### config.mk
export PLATFORM = sky130hd
export DESIGN_NAME = mem_access_unit
export DESIGN_NICKNAME = d
export VERILOG_FILES = /design/src/rtl/mem_access_unit.sv
export SDC_FILE = /design/constraint.sdc
export NUM_CORES = 1
export LEC_CHECK = 0
export CELL_PAD_IN_SITES_DETAIL_PLACEMENT = 1
export CELL_PAD_IN_SITES_GLOBAL_PLACEMENT = 2
export CORE_AREA = 8 8 143 145
export DETAILED_ROUTE_END_ITERATION = 6
export DIE_AREA = 0 0 151 153
export HOLD_SLACK_MARGIN = 0.02
export PLACE_DENSITY = 0.9
export SYNTH_ARGS = -nofsm -noshare
export SYNTH_HDL_FRONTEND = slang
export SYNTH_SLANG_ARGS = --single-unit
### constraint.sdc
create_clock -name clk -period 6.8 [get_ports clk]
set_clock_uncertainty 0.2 [all_clocks]
set_input_delay 0.68 -clock clk [delete_from_list [all_inputs] [get_ports clk]]
set_output_delay 0.68 -clock clk [all_outputs]
set_load 0.02 [all_outputs]
### src/rtl/mem_access_unit.sv
// MEM-stage load/store sequencer: drives a req/gnt/rvalid data bus, extends load data, and times out silent slaves.
// Optional feature: define MISALIGN_TRAP_EN to trap misaligned H/W accesses instead of forcing alignment.
module mem_access_unit #(
  parameter int DATA_WIDTH     = 32,
  parameter int TIMEOUT_CYCLES = 16
) (
  input  logic                  clk,
  input  logic                  rst_n,
  input  logic                  MEM_valid_i,
  input  logic                  MEM_MemRead_i,
  input  logic                  MEM_MemWrite_i,
  input  logic [2:0]            MEM_funct3_i,
  input  logic [DATA_WIDTH-1:0] MEM_alu_result_i,
  input  logic [DATA_WIDTH-1:0] MEM_rd_data2_i,
  output logic                  dmem_req_o,
  output logic                  dmem_we_o,
  output logic [DATA_WIDTH-1:0] dmem_addr_o,
  output logic [3:0]            dmem_be_o,
  output logic [DATA_WIDTH-1:0] dmem_wdata_o,
  input  logic                  dmem_gnt_i,
  input  logic                  dmem_rvalid_i,
  input  logic [DATA_WIDTH-1:0] dmem_rdata_i,
  output logic                  MEM_stall_o,
  output logic [DATA_WIDTH-1:0] MEM_fwd_data_o,
  output logic [DATA_WIDTH-1:0] MEM_load_data_o,
  output logic                  MEM_load_valid_o,
  output logic                  MEM_bus_err_o,
  output logic                  MEM_misalign_o
);

  localparam logic [1:0] IDLE = 2'd0;
  localparam logic [1:0] REQ  = 2'd1;
  localparam logic [1:0] WAIT = 2'd2;
  localparam logic [1:0] DONE = 2'd3;
  localparam int CNT_W = $clog2(TIMEOUT_CYCLES + 1);

  logic [1:0]            state_q, state_d;
  logic [CNT_W-1:0]      tmo_q;
  logic [DATA_WIDTH-1:0] load_data_q;
  logic                  load_done_q, bus_err_q, misalign_q;

  logic                  mem_access, trap, timeout_hit, rsp_take;
  logic [1:0]            size, eff_lo;
  logic [DATA_WIDTH-1:0] lane_word, load_ext;

  assign mem_access = MEM_valid_i && (MEM_MemRead_i || MEM_MemWrite_i);
  assign size       = MEM_funct3_i[1:0];

`ifdef MISALIGN_TRAP_EN
  logic misaligned;
  assign misaligned = ((size == 2'b01) && MEM_alu_result_i[0]) ||
                      ((size == 2'b10) && (MEM_alu_result_i[1:0] != 2'b00));
  assign trap   = misaligned;
  assign eff_lo = MEM_alu_result_i[1:0];
`else
  assign trap = 1'b0;
  always_comb begin
    case (size)
      2'b01:   eff_lo = {MEM_alu_result_i[1], 1'b0};
      2'b10:   eff_lo = 2'b00;
      default: eff_lo = MEM_alu_result_i[1:0];
    endcase
  end
`endif

  assign timeout_hit = (state_q == WAIT) && !dmem_rvalid_i &&
                       (tmo_q == CNT_W'(TIMEOUT_CYCLES - 1));
  assign rsp_take    = ((state_q == REQ) && dmem_gnt_i && dmem_rvalid_i) ||
                       ((state_q == WAIT) && dmem_rvalid_i);

  always_comb begin
    state_d = state_q;
    case (state_q)
      IDLE:    if (mem_access) state_d = trap ? DONE : REQ;
      REQ:     if (dmem_gnt_i) state_d = dmem_rvalid_i ? DONE : WAIT;
      WAIT:    if (dmem_rvalid_i || timeout_hit) state_d = DONE;
      default: state_d = IDLE;
    endcase
  end

  // Load lane is picked from the (possibly forced-aligned) low address bits.
  assign lane_word = dmem_rdata_i >> {eff_lo, 3'b000};

  always_comb begin
    case (MEM_funct3_i)
      3'b000:  load_ext = {{(DATA_WIDTH-8){lane_word[7]}}, lane_word[7:0]};
      3'b001:  load_ext = {{(DATA_WIDTH-16){lane_word[15]}}, lane_word[15:0]};
      3'b100:  load_ext = {{(DATA_WIDTH-8){1'b0}}, lane_word[7:0]};
      3'b101:  load_ext = {{(DATA_WIDTH-16){1'b0}}, lane_word[15:0]};
      default: load_ext = dmem_rdata_i;
    endcase
  end

  always_ff @(posedge clk or negedge rst_n) begin
    if (!rst_n) begin
      state_q     <= IDLE;
      tmo_q       <= '0;
      load_data_q <= '0;
      load_done_q <= 1'b0;
      bus_err_q   <= 1'b0;
      misalign_q  <= 1'b0;
    end else begin
      state_q     <= state_d;
      tmo_q       <= (state_q == WAIT) ? tmo_q + CNT_W'(1) : '0;
      bus_err_q   <= timeout_hit;
      misalign_q  <= (state_q == IDLE) && mem_access && trap;
      load_done_q <= MEM_MemRead_i && (rsp_take || timeout_hit);
      if (MEM_MemRead_i && rsp_take)
        load_data_q <= load_ext;
      else if (MEM_MemRead_i && timeout_hit)
        load_data_q <= '0;
    end
  end

  always_comb begin
    dmem_be_o    = 4'b1111;
    dmem_wdata_o = MEM_rd_data2_i;
    if (MEM_MemWrite_i) begin
      case (size)
        2'b00: begin
          dmem_be_o    = 4'b0001 << eff_lo;
          dmem_wdata_o = DATA_WIDTH'({4{MEM_rd_data2_i[7:0]}});
        end
        2'b01: begin
          dmem_be_o    = 4'b0011 << eff_lo;
          dmem_wdata_o = DATA_WIDTH'({2{MEM_rd_data2_i[15:0]}});
        end
        default: ;
      endcase
    end
  end

  assign dmem_req_o  = (state_q == REQ);
  assign dmem_we_o   = MEM_MemWrite_i;
  assign dmem_addr_o = {MEM_alu_result_i[DATA_WIDTH-1:2], 2'b00};

  // Reset gates the combinational stall so the pipeline is released during reset.
  assign MEM_stall_o = rst_n && (((state_q == IDLE) && mem_access) ||
                                 (state_q == REQ) || (state_q == WAIT));

  assign MEM_load_valid_o = (state_q == DONE) && load_done_q;
  assign MEM_load_data_o  = load_data_q;
  assign MEM_fwd_data_o   = MEM_load_valid_o ? load_data_q : MEM_alu_result_i;
  assign MEM_bus_err_o    = bus_err_q;
  assign MEM_misalign_o   = misalign_q;

endmodule

==> metrics.md <==
| Metric | Value |
|---|---|
| CTS tree | yes |
| Slew Limit Fails | 0 |
| Vias in the first global route | 4386 |
| Crit end category | output pin |
| Dpl ws | 2540 ps |
| Clock buffer count from CTS | 5 |
| PwrDens | 258 mW/mm² |
| Int Pwr | 943 µW |
| Post-synthesis adder-cell area fraction | 3.16% |
| Final setup viols | 0 |
| DP Cell Count | 816 |
| Hold_sp | tmo_q[0]$_DFF_PN0_ |
| Average cell area after synthesis | 8.73 µm² |
| Post-route ant nets | 0 |
| Clock group share of total power | 18.0% |
| Hold slack | 274 ps |
| # H-tree levels | 2 |
| Crit path from | MEM_funct3_i[0] |
| Synth Area in Compound Gates | 21.3% |
| Post-synth top area cell | dfrtp_1 |
| First-pass DRT Iterations | 4 |
| Tightest Pin Transition | 997 ps |
| Routed wire length | 17.2 mm |
| Mux contribution to synthesized area | 14.3% |
| GRT overflow | 0 |
| Clock root buffer | clkbuf_16 |
| Die ar. | 0.0231 mm² |
| CP Max Fanout | 27 |
| Cell row count | 50 |
| Yosys reg bits | 41 |
| Fin crit share | 62.6% |
| RSZ-0062 raised after global routing | no |
| Async S/R FF share, synth | 100% |
| Worst EP arrival | 3380 ps |
| Status | finished, final reports clean |
| Dpl hpwl | 13.8 mm |
| Top cells by area, synth | dfrtp_1, mux2_2, buf_4 |
| Grt met2 use | 26.7% |
| Commonest non-fill, non-tap cell in the layout | clkdlybuf4s50_1 |
| GRT Total Usage | 14.2% |
| Postcts setup bufs | 0 |
| Critical Path Start Type | primary input |
| Max cap viols | 0 |
| Final hold violations | 0 |
| # hold bufs at CTS | 0 |
| Post-route cell area | 0.00603 mm² |
| Xor/xnor cell area share of the yosys netlist | 0.492% |
| GR Layer Usage met1 | 14.7% |
| Sequential element share of the synthesized area | 28.8% |
| Port Buffers | 240 |
| Initial Util | 19.5% |
| Hold WC Path Type | register to register |
| # IOs | 244 |
| Logic pwr share | 54.2% |
| P_leak | 2.47 nW |
| Via density | 4.77 |
| Syn-to-layout area delta | 69.3% |
| Final core utilization | 33.0% |
| Reg2reg start | state_q[0]$_DFFE_PN0P_ |
| Gr busiest metal | met2 |
| Syn Inst Count | 408 |
| GPL Wtd Cong | 0.799 |
| Initial antenna violation count | 1 |
| Post-synth EDFFs | 0 |
| Worst setup path category | primary input to output pin |
| Routed wire per std cell | 20.9 µm |
| Synth warn | 0 |
| Clk_lat worst skew | 280 ps |
| First-pass GRT wire length | 25.6 mm |
| FMAX | 235 MHz |
| Die Wd | 151 µm |
| Post-synth cell types | 47 |
| Net switching power | 616 µW |
| Cell Area, Synth | 0.00356 mm² |
| CORE AREA | 0.0183 mm² |
| Largest family of logic cells by synthesized area | compound AO/OA/AOI/OAI gates |
| Iteration-0 DRC Markers | 152 |
| Share of the synthesized area in the top cell type | 28.8% |
| Clock period minus worst slack | 4260 ps |
| Synth Flop Type | dfrtp_1 |
| Antenna diode count | 0 |
| Final nets | 704 |
| Clk pin slew, worst setup/hold paths | 60 ps |
| Placed cell area | 0.00586 mm² |
| Largest net degree at the start of global routing | 43 |
| Max-slew headroom | 33.5% |
| Switching Share | 39.5% |
| Share of layout cells above drive strength 1 | 10.3% |
| Min setup slack post-route | 2540 ps |
| Post-synthesis simple-gate area fraction | 17.7% |
| DRC Markers | 0 |
| TritonCTS Sinks | 41 |
| Setup TNS | 0 ps |
| Die height | 153 µm |
| Sequential share of power | 27.8% |
| Power Total | 1.56 mW |
| Worst IR Drop VDD | 0.114 mV |
| Most frequent cells in the layout | clkdlybuf4s50_1, nand2_1, dfrtp_1, mux2_2, a22o_1 |
| Vias | 3927 |
| Post-CTS Resized | 0 |
| Longest Clk Path Bufs | 2 |
| Met3 GRT Util | 4.31% |
| Required time of the critical path | 5920 ps |
| Final cell count without fillers | 824 |
critical path, stage by stage:
cell and delay [ps]:
clkdlybuf4s50_1 480, inv_1 50, ha_1 410, nor2b_2 760, nor2_1 130, o21ai_0 220
clkdlybuf4s50_1 640
cell usage after synthesis, types with 8 or more instances:
library cell	count
nand2_1	61
buf_4	43
dfrtp_1	41
mux2_2	39
a22o_1	24
clkbuf_1	24
o21ai_0	17
a221o_1	16
or3_1	15
a21oi_1	12
inv_1	12
ha_1	9
nand4_1	9
nand3_1	8
o211ai_1	8
o221ai_1	8
kinds of logic (layout without fill, tap and decap cells):
| logic type | Yosys count | after routing |
|---|---|---|
| mux | 46 | 46 |
| fa+ha+maj | 9 | 9 |
| compound gates | 97 | 97 |
| buf+inv | 87 | 267 |
| other cells | 1 | 3 |
| flops | 41 | 41 |
| xor+xnor | 2 | 2 |
| simple gates | 125 | 125 |
final timing paths:
| kind | to | slack, ps | cells past startpoint |
|---|---|---|---|
| hold / removal | tmo_q[0]$_DFF_PN0_ | 270 | 1 |
| hold reg to reg | tmo_q[0]$_DFF_PN0_ | 270 | 1 |
| setup reg to reg | MEM_load_data_o[31]$_DFFE_PN0P_ | 4270 | 9 |
| setup / recovery | dmem_be_o[1] | 2540 | 7 |
| max in group asynchronous | MEM_load_data_o[8]$_DFFE_PN0P_ | 5420 | 1 |
| min in group asynchronous | state_q[0]$_DFFE_PN0P_ | 370 | 1 |
per-layer routing:
layer	share of wire, %	vias to the layer above	routed length, µm
met3	9.5	19	1630
met5	0.076	-	13
met2	51	185	8820
li1	-	1816	-
met4	1.8	2	312
met1	37	1905	6410
registers in the layout, summed over array words and instances, names as in the netlist:
register,count
tmo_q,5
state_q,2
MEM_bus_err_o,1
MEM_load_data_o,32
load_done_q,1
layout make-up:
class,count,area (µm²)
multi-input combinational,282,2050
tap,234,293
sequential,41,1030
fill,2106,12200
clock buffer,7,143
clock inverter,1,30.0
timing repair buffer,246,2440
inverter,13,48.8
power groups by stage:
stage          clock, mW  sequential (mW)  combinational, mW
2_1_floorplan          0            0.517              0.342
3_3_place_gp           0            0.438              0.833
3_5_place_dp           0            0.443              0.856
4_1_cts            0.289            0.440              0.860
5_1_grt            0.299            0.453              0.912
6_report           0.280            0.434              0.845
Power figures use the tool's default switching activity.
==> RTL change, RTL diff (same settings) <==
The option `MISALIGN_TRAP_EN` is turned on by a define.
--- a/src/rtl/mem_access_unit.sv
+++ b/src/rtl/mem_access_unit.sv
@@ -1,5 +1,7 @@
 // MEM-stage load/store sequencer: drives a req/gnt/rvalid data bus, extends load data, and times out silent slaves.
 // Optional feature: define MISALIGN_TRAP_EN to trap misaligned H/W accesses instead of forcing alignment.
+`define MISALIGN_TRAP_EN
+
 module mem_access_unit #(
   parameter int DATA_WIDTH     = 32,
   parameter int TIMEOUT_CYCLES = 16
Function: changed (Yosys sat finds a counterexample within 4 cycles, from zero or initial values and one cycle with rst_n low).
==> RTL change against the unedited design <==
  * Final area down 2.4%
  * Critical path depth down 1
  * Wire length down 4.0%
  * Sequential cell count up 1
  * Core utilization down 0.81 points
  * Worst setup slack worse by 0.72 ns
  * Synthesized area down 4.6%
  * Power up 0.90%
==> RTL change: results (changes against the unedited design) <==
[status]
status=finished clean

[synthesis]
ys_top_cells_by_area=dfrtp_1 (31%), mux2_2 (13%), buf_4 (9.5%), nand2_1 (7.8%), mux2i_1 (5.3%)
synth_common_cells=nand2_1 (71), buf_4 (43), dfrtp_1 (42)
ys_seq_area_frac=0.309  ; +0.0211
ys_types=41  ; -13%

[hold_path]
hold_path.class=reg -> reg

[worst_setup_path]
rr_endpoint=MEM_load_data_o[20]$_DFFE_PN0P_
slowest_stage=clkdlybuf4s50_1
critPathArrivalTime_ns=4.10  ; +0.72 ns
cp-startpoint=MEM_funct3_i[1]
worst_r2r_path_depth=6  ; -3
ff2ff_setup_slack_ns=3.63  ; -0.64 ns
max_stage_delay_ns=0.90  ; +0.14 ns
cp_max_fo=23  ; -15%

[drt]
route.vias.total=3710  ; -5.5%
wl_per_cell_um=20.3  ; -2.8%
drt_iter0_drc=110  ; -28%

[global_routing]
grt_start_max_net_pins=44  ; +2.3%
grtUsageMet3=0.0443  ; +0.00118
met1_usage=0.145  ; -0.00171
grt_pass1_vias=4121  ; -6.0%
grt_pass1_wl_um=24500  ; -4.3%
antenna_found_initial=2  ; +1
grtUsageTotal=0.137  ; -0.00532
grt_use_met2=0.252  ; -0.0151

[placement]
dp_hpwl_um=13700  ; -0.38%
place_ws_ns=1.78  ; -0.751 ns
gp_congestion=0.783  ; -2.0%
numPortBuffers=241  ; +0.42%

[power_and_ir_drop]
ir_drop_v=0.000125  ; +9.2%
cellLeakagePower_nw=2.45  ; -0.98%

[cells_and_area]
nets=691  ; -1.8%
fillCellCount=2083  ; -1.1%
drive_gt1_frac=0.102  ; -0.00149

[timing]
max-slew-margin-rel=0.266  ; -0.0695

[clock_tree]
post_cts_buffers=0  ; unchanged
root_buffer=clkbuf_16

## RTL change: per-stage QoR
stage	instances	hold slack, ns	cell area, µm²
floorplan	394	0.184	3400
global placement	805	0.246	5710
detailed placement	805	0.259	5710
CTS	813	0.271	5880
global route	814	0.305	5880
finish	814	0.271	5880
## RTL change: final cells by class
cell class / count / area share
clock buffers: 5 / 0.0213
well taps: 234 / 0.0498
diodes: 1 / 0.000425
multi-input cells: 269 / 0.318
clock inverters: 3 / 0.00829
flip-flops and latches: 42 / 0.179
repair buffers: 245 / 0.414
inverters: 15 / 0.00957
## RTL change: worst max path at each step
stage,endpoint,slack [ns],depth (start not counted)
6_report,dmem_wdata_o[15],1.82,6
5_1_grt,dmem_wdata_o[15],1.57,6
4_1_cts,dmem_wdata_o[15],1.79,6
3_5_place_dp,dmem_wdata_o[15],1.78,6
3_3_place_gp,dmem_wdata_o[9],1.84,6
2_1_floorplan,dmem_wdata_o[30],4.19,5
## RTL change: cell families after synthesis
family,count (synthesis),share of synthesized area
AOI/OAI and AO/OA,72,0.164
muxes,59,0.192
DFF,42,0.309
adders and majority gates,7,0.0258
and+or+nand+nor,127,0.160
buffers and inverters,83,0.143
other,1,0.00110
xor gates and xnor gates,2,0.00515
## RTL change: layer usage
layer  part of all wire  vias to the layer above
met1               0.37                     1792
met2               0.52                      181
li1                   -                     1720
met5            0.00079                        -
met3              0.093                       15
met4              0.016                        2
## RTL change: report_power, final
part / total, mW / switching [mW] / internal [mW]
logic: 0.835 / 0.434 / 0.401
clock network: 0.283 / 0.107 / 0.176
registers: 0.455 / 0.101 / 0.354
## RTL change: critical path: cells and delay by family
kind          cells  cell delay, ns
buf+inv           3            2.16
mux               1            0.39
simple gates      2            0.85
